==> src/rtl/reqrsp_pkg.sv <==
// reqrsp_pkg: shared request/response types and AMO opcode helpers.
package reqrsp_pkg;
    typedef enum logic [3:0] {
        AMONone = 4'h0,
        AMOSwap = 4'h1,
        AMOAdd  = 4'h2,
        AMOAnd  = 4'h3,
        AMOOr   = 4'h4,
        AMOXor  = 4'h5,
        AMOMax  = 4'h6,
        AMOMaxu = 4'h7,
        AMOMin  = 4'h8,
        AMOMinu = 4'h9,
        AMOLR   = 4'hA,
        AMOSC   = 4'hB
    } amo_op_e;

    function automatic logic is_amo(amo_op_e op);
        return op inside {AMOSwap, AMOAdd, AMOAnd, AMOOr, AMOXor, AMOMax, AMOMaxu, AMOMin, AMOMinu};
    endfunction

    // Codes 0xC-0xF are reserved and answered with an error response.
    function automatic logic is_err(amo_op_e op);
        logic [3:0] v;
        v = op;
        return v >= 4'hC;
    endfunction
endpackage

==> src/rtl/reqrsp_amo_alu.sv <==
// reqrsp_amo_alu: combinational read-modify-write operator for 32-bit AMOs.
module reqrsp_amo_alu
    import reqrsp_pkg::*;
(
    input  amo_op_e     op_i,
    input  logic [31:0] old_i,
    input  logic [31:0] data_i,
    output logic [31:0] new_o
);
    always_comb begin
        case (op_i)
            AMOAdd:  new_o = old_i + data_i;
            AMOAnd:  new_o = old_i & data_i;
            AMOOr:   new_o = old_i | data_i;
            AMOXor:  new_o = old_i ^ data_i;
            AMOMax:  new_o = ($signed(old_i) > $signed(data_i)) ? old_i : data_i;
            AMOMaxu: new_o = (old_i > data_i) ? old_i : data_i;
            AMOMin:  new_o = ($signed(old_i) < $signed(data_i)) ? old_i : data_i;
            AMOMinu: new_o = (old_i < data_i) ? old_i : data_i;
            default: new_o = data_i;
        endcase
    end
endmodule

==> src/rtl/reqrsp_amo_sequencer.sv <==
// reqrsp_amo_sequencer: single-outstanding request sequencer turning loads, stores,
// AMOs and LR/SC into read/write memory accesses with one reservation slot.
module reqrsp_amo_sequencer
    import reqrsp_pkg::*;
#(
    parameter int unsigned AddrWidth = 32,
    parameter int unsigned IdWidth   = 4
) (
    input  logic                 clk_i,
    input  logic                 rst_ni,
    input  logic                 req_valid_i,
    output logic                 req_ready_o,
    input  logic [AddrWidth-1:0] req_addr_i,
    input  logic                 req_write_i,
    input  logic [31:0]          req_data_i,
    input  logic [3:0]           req_strb_i,
    input  amo_op_e              req_amo_i,
    input  logic [IdWidth-1:0]   req_id_i,
    output logic                 rsp_valid_o,
    input  logic                 rsp_ready_i,
    output logic [31:0]          rsp_data_o,
    output logic                 rsp_error_o,
    output logic [IdWidth-1:0]   rsp_id_o,
    output logic                 mem_req_o,
    input  logic                 mem_gnt_i,
    output logic [AddrWidth-1:0] mem_addr_o,
    output logic                 mem_we_o,
    output logic [31:0]          mem_wdata_o,
    output logic [3:0]           mem_be_o,
    input  logic                 mem_rvalid_i,
    input  logic [31:0]          mem_rdata_i
);
    typedef enum logic [2:0] {Idle, RdReq, RdWait, WrReq, WrWait, Respond} state_e;

    state_e               state_q, state_d;
    logic [AddrWidth-1:0] addr_q, addr_d;
    logic [31:0]          data_q, data_d, old_q, old_d, amo_new;
    logic [3:0]           strb_q, strb_d;
    amo_op_e              amo_q, amo_d;
    logic [IdWidth-1:0]   id_q, id_d, rsv_id_q, rsv_id_d;
    logic                 err_q, err_d, rsv_valid_q, rsv_valid_d, sc_hit;
    logic [AddrWidth-3:0] rsv_addr_q, rsv_addr_d;

    reqrsp_amo_alu i_alu (.op_i(amo_q), .old_i(old_q), .data_i(data_q), .new_o(amo_new));

    assign sc_hit = rsv_valid_q && rsv_id_q == req_id_i && rsv_addr_q == req_addr_i[AddrWidth-1:2];

    always_comb begin
        state_d     = state_q;
        addr_d      = addr_q;
        data_d      = data_q;
        strb_d      = strb_q;
        amo_d       = amo_q;
        id_d        = id_q;
        old_d       = old_q;
        err_d       = err_q;
        rsv_valid_d = rsv_valid_q;
        rsv_id_d    = rsv_id_q;
        rsv_addr_d  = rsv_addr_q;
        case (state_q)
            Idle: if (req_valid_i) begin
                addr_d = req_addr_i;
                data_d = req_data_i;
                strb_d = req_strb_i;
                amo_d  = req_amo_i;
                id_d   = req_id_i;
                old_d  = '0;
                err_d  = 1'b0;
                if (is_err(req_amo_i)) begin
                    err_d   = 1'b1;
                    state_d = Respond;
                end else if (req_amo_i == AMOSC) begin
                    rsv_valid_d = 1'b0;
                    old_d       = sc_hit ? 32'd0 : 32'd1;
                    state_d     = sc_hit ? WrReq : Respond;
                end else if (is_amo(req_amo_i) || req_amo_i == AMOLR) begin
                    state_d = RdReq;
                end else begin
                    state_d = req_write_i ? WrReq : RdReq;
                end
            end
            RdReq: state_d = mem_gnt_i ? RdWait : RdReq;
            RdWait: if (mem_rvalid_i) begin
                old_d   = mem_rdata_i;
                state_d = is_amo(amo_q) ? WrReq : Respond;
                if (amo_q == AMOLR) begin
                    rsv_valid_d = 1'b1;
                    rsv_id_d    = id_q;
                    rsv_addr_d  = addr_q[AddrWidth-1:2];
                end
            end
            WrReq: if (mem_gnt_i) begin
                state_d = WrWait;
                if (rsv_addr_q == addr_q[AddrWidth-1:2]) rsv_valid_d = 1'b0;
            end
            WrWait: state_d = mem_rvalid_i ? Respond : WrWait;
            Respond: state_d = rsp_ready_i ? Idle : Respond;
            default: state_d = Idle;
        endcase
    end

    always_ff @(posedge clk_i or negedge rst_ni) begin
        if (!rst_ni) begin
            state_q     <= Idle;
            addr_q      <= '0;
            data_q      <= '0;
            strb_q      <= '0;
            amo_q       <= AMONone;
            id_q        <= '0;
            old_q       <= '0;
            err_q       <= 1'b0;
            rsv_valid_q <= 1'b0;
            rsv_id_q    <= '0;
            rsv_addr_q  <= '0;
        end else begin
            state_q     <= state_d;
            addr_q      <= addr_d;
            data_q      <= data_d;
            strb_q      <= strb_d;
            amo_q       <= amo_d;
            id_q        <= id_d;
            old_q       <= old_d;
            err_q       <= err_d;
            rsv_valid_q <= rsv_valid_d;
            rsv_id_q    <= rsv_id_d;
            rsv_addr_q  <= rsv_addr_d;
        end
    end

    assign req_ready_o = state_q == Idle;
    assign rsp_valid_o = state_q == Respond;
    assign rsp_data_o  = old_q;
    assign rsp_error_o = err_q;
    assign rsp_id_o    = id_q;
    assign mem_req_o   = state_q == RdReq || state_q == WrReq;
    assign mem_we_o    = state_q == WrReq;
    assign mem_addr_o  = addr_q;
    assign mem_wdata_o = mem_we_o ? (is_amo(amo_q) ? amo_new : data_q) : '0;
    // Only a plain store honours byte strobes; everything else is a full word.
    assign mem_be_o    = (mem_we_o && amo_q == AMONone) ? strb_q : (mem_req_o ? 4'hF : 4'h0);
endmodule

==> config.mk <==
export PLATFORM = sky130hd
export DESIGN_NAME = reqrsp_amo_sequencer
export DESIGN_NICKNAME = d
export VERILOG_FILES = /design/src/rtl/reqrsp_pkg.sv /design/src/rtl/reqrsp_amo_alu.sv /design/src/rtl/reqrsp_amo_sequencer.sv
export SDC_FILE = /design/constraint.sdc
export NUM_CORES = 1
export LEC_CHECK = 0
export CORE_AREA = 2 2 266 189
export DETAILED_ROUTE_END_ITERATION = 8
export DIE_AREA = 0 0 268 191
export GPL_ROUTABILITY_DRIVEN = 0
export PLACE_DENSITY_LB_ADDON = 0.15
export SYNTH_ARGS = -nofsm -noshare
export SYNTH_HDL_FRONTEND = slang
export SYNTH_HIERARCHICAL = 1
export SYNTH_SLANG_ARGS = --single-unit
==> constraint.sdc <==
create_clock -name clk_i -period 5.6 [get_ports clk_i]
set_clock_uncertainty 0.1 [all_clocks]
set_input_delay 1.68 -clock clk_i [delete_from_list [all_inputs] [get_ports clk_i]]
set_output_delay 1.68 -clock clk_i [all_outputs]
set_load 0.1 [all_outputs]
==> results of run 1 <==
-- logic make-up after synthesis --
kind of cell               share of synthesized area [%]
AOI/OAI and AO/OA                                   22.3
muxes                                               10.4
adders and majority gates                           10.1
and+or+nand+nor                                     14.9
buffers and inverters                               5.97
xor gates and xnor gates                            5.67
DFF                                                 30.5
-- area by class of cell --
| class | instances | area [um2] | area share (%) |
|---|---|---|---|
| repair buffers | 493 | 4740 | 24.5 |
| multi-input cells | 1073 | 9080 | 46.9 |
| inverters | 88 | 339 | 1.75 |
| clock buffers | 17 | 425 | 2.19 |
| well taps | 665 | 832 | 4.29 |
| flip-flops and latches | 147 | 3760 | 19.4 |
| clock inverters | 15 | 198 | 1.02 |
-- sequential cells by signal (all words and copies together), names as in the netlist --
name and cells:
rsp_error_o 1, mem_addr_o 32, rsp_data_o 32, data_q 32, strb_q 4, amo_q 4
rsv_addr_q 30, state_q 3, rsp_id_o 4, rsv_id_q 4, rsv_valid_q 1
-- path summary, 6_finish.rpt --
kind | slack (ps) | cells after the start | startpoint | to
max reg2reg | 2690 | 4 | state_q[2]$_DFFE_PN0P_ | data_q[29]$_DFFE_PN0P_
max | -420 | 17 | rsp_data_o[17]$_DFFE_PN0P_ | mem_wdata_o[29]
min in group asynchronous | 1100 | 1 | rst_ni | mem_addr_o[16]$_DFFE_PN0P_
min | 410 | 1 | mem_addr_o[0]$_DFFE_PN0P_ | mem_addr_o[0]$_DFFE_PN0P_
max in group asynchronous | 3270 | 2 | rst_ni | rsp_data_o[12]$_DFFE_PN0P_
min reg2reg | 410 | 1 | mem_addr_o[0]$_DFFE_PN0P_ | mem_addr_o[0]$_DFFE_PN0P_
-- metrics by stage --
step	worst slack [ps]	area (um2)	hold WS, ps
after floorplan	-73.5	12600	381
after global placement	-555	17500	392
after detailed placement	-503	17500	397
after CTS	-454	19100	419
after global routing	-573	19400	440
final	-417	19400	414
-- repair_timing --
| item | CTS | global route |
|---|---|---|
| cloned | 1 | 0 |
| setup endpoints to repair | 32 | 32 |
| pin swaps | 74 | 43 |
| buffers inserted | 31 | 8 |
| hold buffers | 0 | 0 |
| resized for setup | 151 | 53 |
-- placed cells by master, fill, tap and decap left out, drive strengths merged, types with 5 or more instances in the layout --
master	Yosys	routed
o21a	7	7
xnor2	43	43
clkinv	1	6
a221oi	22	22
nor4	19	19
a21oi	118	118
ha	96	96
or3	11	11
a31oi	8	8
nor3	15	15
nand3	24	24
a31o	5	5
and3	5	5
o21bai	15	15
o21ai	108	108
nand2	173	173
buf	38	308
nor2b	12	12
or2	6	6
nand4	24	24
dfrtp	147	147
clkdlybuf4s50	0	185
o22ai	8	8
a221o	13	13
a22oi	6	6
xor2	35	35
a2111oi	5	5
a21o	20	20
a21boi	11	11
mux2	110	110
nand2b	7	7
clkbuf	47	17
inv	87	95
nor2	61	61
a211oi	12	12
o211ai	20	20
or4	5	5
-- metal layers --
| layer | track usage [%] | vias to the layer above | routed length (um) |
|---|---|---|---|
| met5 | 0 | - | 0 |
| met4 | 4.13 | 0 | 697 |
| met3 | 3.70 | 31 | 2570 |
| met2 | 28.8 | 332 | 21300 |
| met1 | 29.2 | 6072 | 25300 |
| li1 | - | 5847 | - |
==> summary.txt, run 1 <==
Timing
  – RSZ-0062 raised after global routing: yes
  – Slew headroom: 26.8%
  – Fin. max-slew vios: 0
  – Setup TNS Final: -10270 ps
  – Fmax: 0.166 GHz
  – Finish-stage setup viols: 32
  – Min Tclk post-route: 6020 ps
  – Worst-Margin Slew: 1090 ps
  – Setup WS post-layout: -417 ps
  – Final Hold Violating Endpoints: 0
  – Final period util: 107%

Floorplan
  – Num rows: 68
  – Chip width: 268 um
  – Core box area: 48800 um2
  – Io pins: 224
  – Initial Utilization: 24.7%
  – DIE AREA: 51200 um2
  – Die Span Y: 191 um

Clock network
  – Sink Count: 147
  – CTS tree: done
  – Clk_lat worst skew: 470 ps
  – Max clock buf depth: 2
  – CTS Root Buffer Type: clkbuf_16
  – CTS Buf Count: 17
  – H-tree depth: 4
  – Clock slew at reported path FFs: 80 ps

Critical path
  – CP cell instances: inv_4 > ha_4 > buf_6 > nor4_4 > nand4_1 > inv_2 > o41a_1 > or3_4 > a31oi_4 > buf_6 > or3_4 > a221o_1 > a21oi_1 > a21oi_1 > nand2_1 > a21oi_4 > buf_12
  – WP data required: 3820 ps
  – Crit-path leading delay family: simple AND/OR/NAND/NOR gates
  – Worst path bufs/invs: 5
  – Critical path launch point type: flip-flop
  – Largest stage delay on the critical path: 500 ps
  – CP Capture Type: primary output
  – Worst path arrival time: 4240 ps
  – CP Max Fanout: 3
  – Crit Path Class: reg2out
  – CP max-delay cell: dfrtp_4

Outcome
  – Status: finished, violations left
  – Failing checks: negative setup slack

Synth
  – Top cells by area, synth: dfrtp_1 (31%), mux2_2 (10%), ha_1 (10%), nand2_1 (5.4%), a21oi_1 (4.9%)
  – Area fraction of the dominant cell type after synthesis: 30.5%
  – Synth Instances: 1393
  – Most common cell in the synthesized netlist: nand2_1
  – Mean cell area of the mapped netlist: 8.65 um2
  – Mapped Area: 12100 um2
  – Seq/Total Area, Yosys: 30.5%
  – Number of enable flip-flop cells after synthesis: 0
  – Post-synth top cells: nand2_1 (172), dfrtp_1 (147), a21oi_1 (117), mux2_2 (110), o21ai_0 (103)
  – Yosys warns: 6
  – Netlist cell types: 82
  – Seq cells post-synth: 147
  – Net Count, Synth: 1605
  – Synth async-reset ratio: 100%
  – Yosys top cell by area: dfrtp_1
  – Ys flop type: dfrtp_1

Global route
  – First-pass GRT wire length: 75600 um
  – Largest net degree at the start of global routing: 78
  – Initial antenna violation count: 0
  – Total gr overflow: 0
  – Number of global-route vias before repair: 12300
  – Total GRT Usage: 19.5%

Routing
  – # DRC: 0
  – Drt pass-1 iters: 5
  – Vias per cell: 4.92
  – Post-DRT Antenna Nets: 0
  – Wire per inst: 20.0 um
  – Via count: 12300
  – Final wirelength: 49900 um
  – DR iter-0 viols: 887

Layout
  – Ant diodes: 0
  – Fin nets: 2032
  – Finished Core Util: 39.8%
  – Fillers: 4867
  – Layout cells sized above 1: 37.2%
  – Area Overhead vs Synth: 60.8%
  – Fin cells: 2498

Placed design
  – DP HPWL: 36600 um
  – Number of I/O port buffers: 223
  – Placed insts: 2433

Worst hold path
  – HP Class: reg2reg

Job
  – Max-cap violations: 0
Power of run 1 is not shown: default switching activity piles up to over one toggle a cycle in this logic, so the estimate is an artifact.
==> run 2, diff against run 1 <==
Settings changed: SLEW_MARGIN from default to 20.
==> results of run 2 <==
Final layout, timing and power as in run 1 (identical DEF).
Power of run 2 is left out for the same reason.
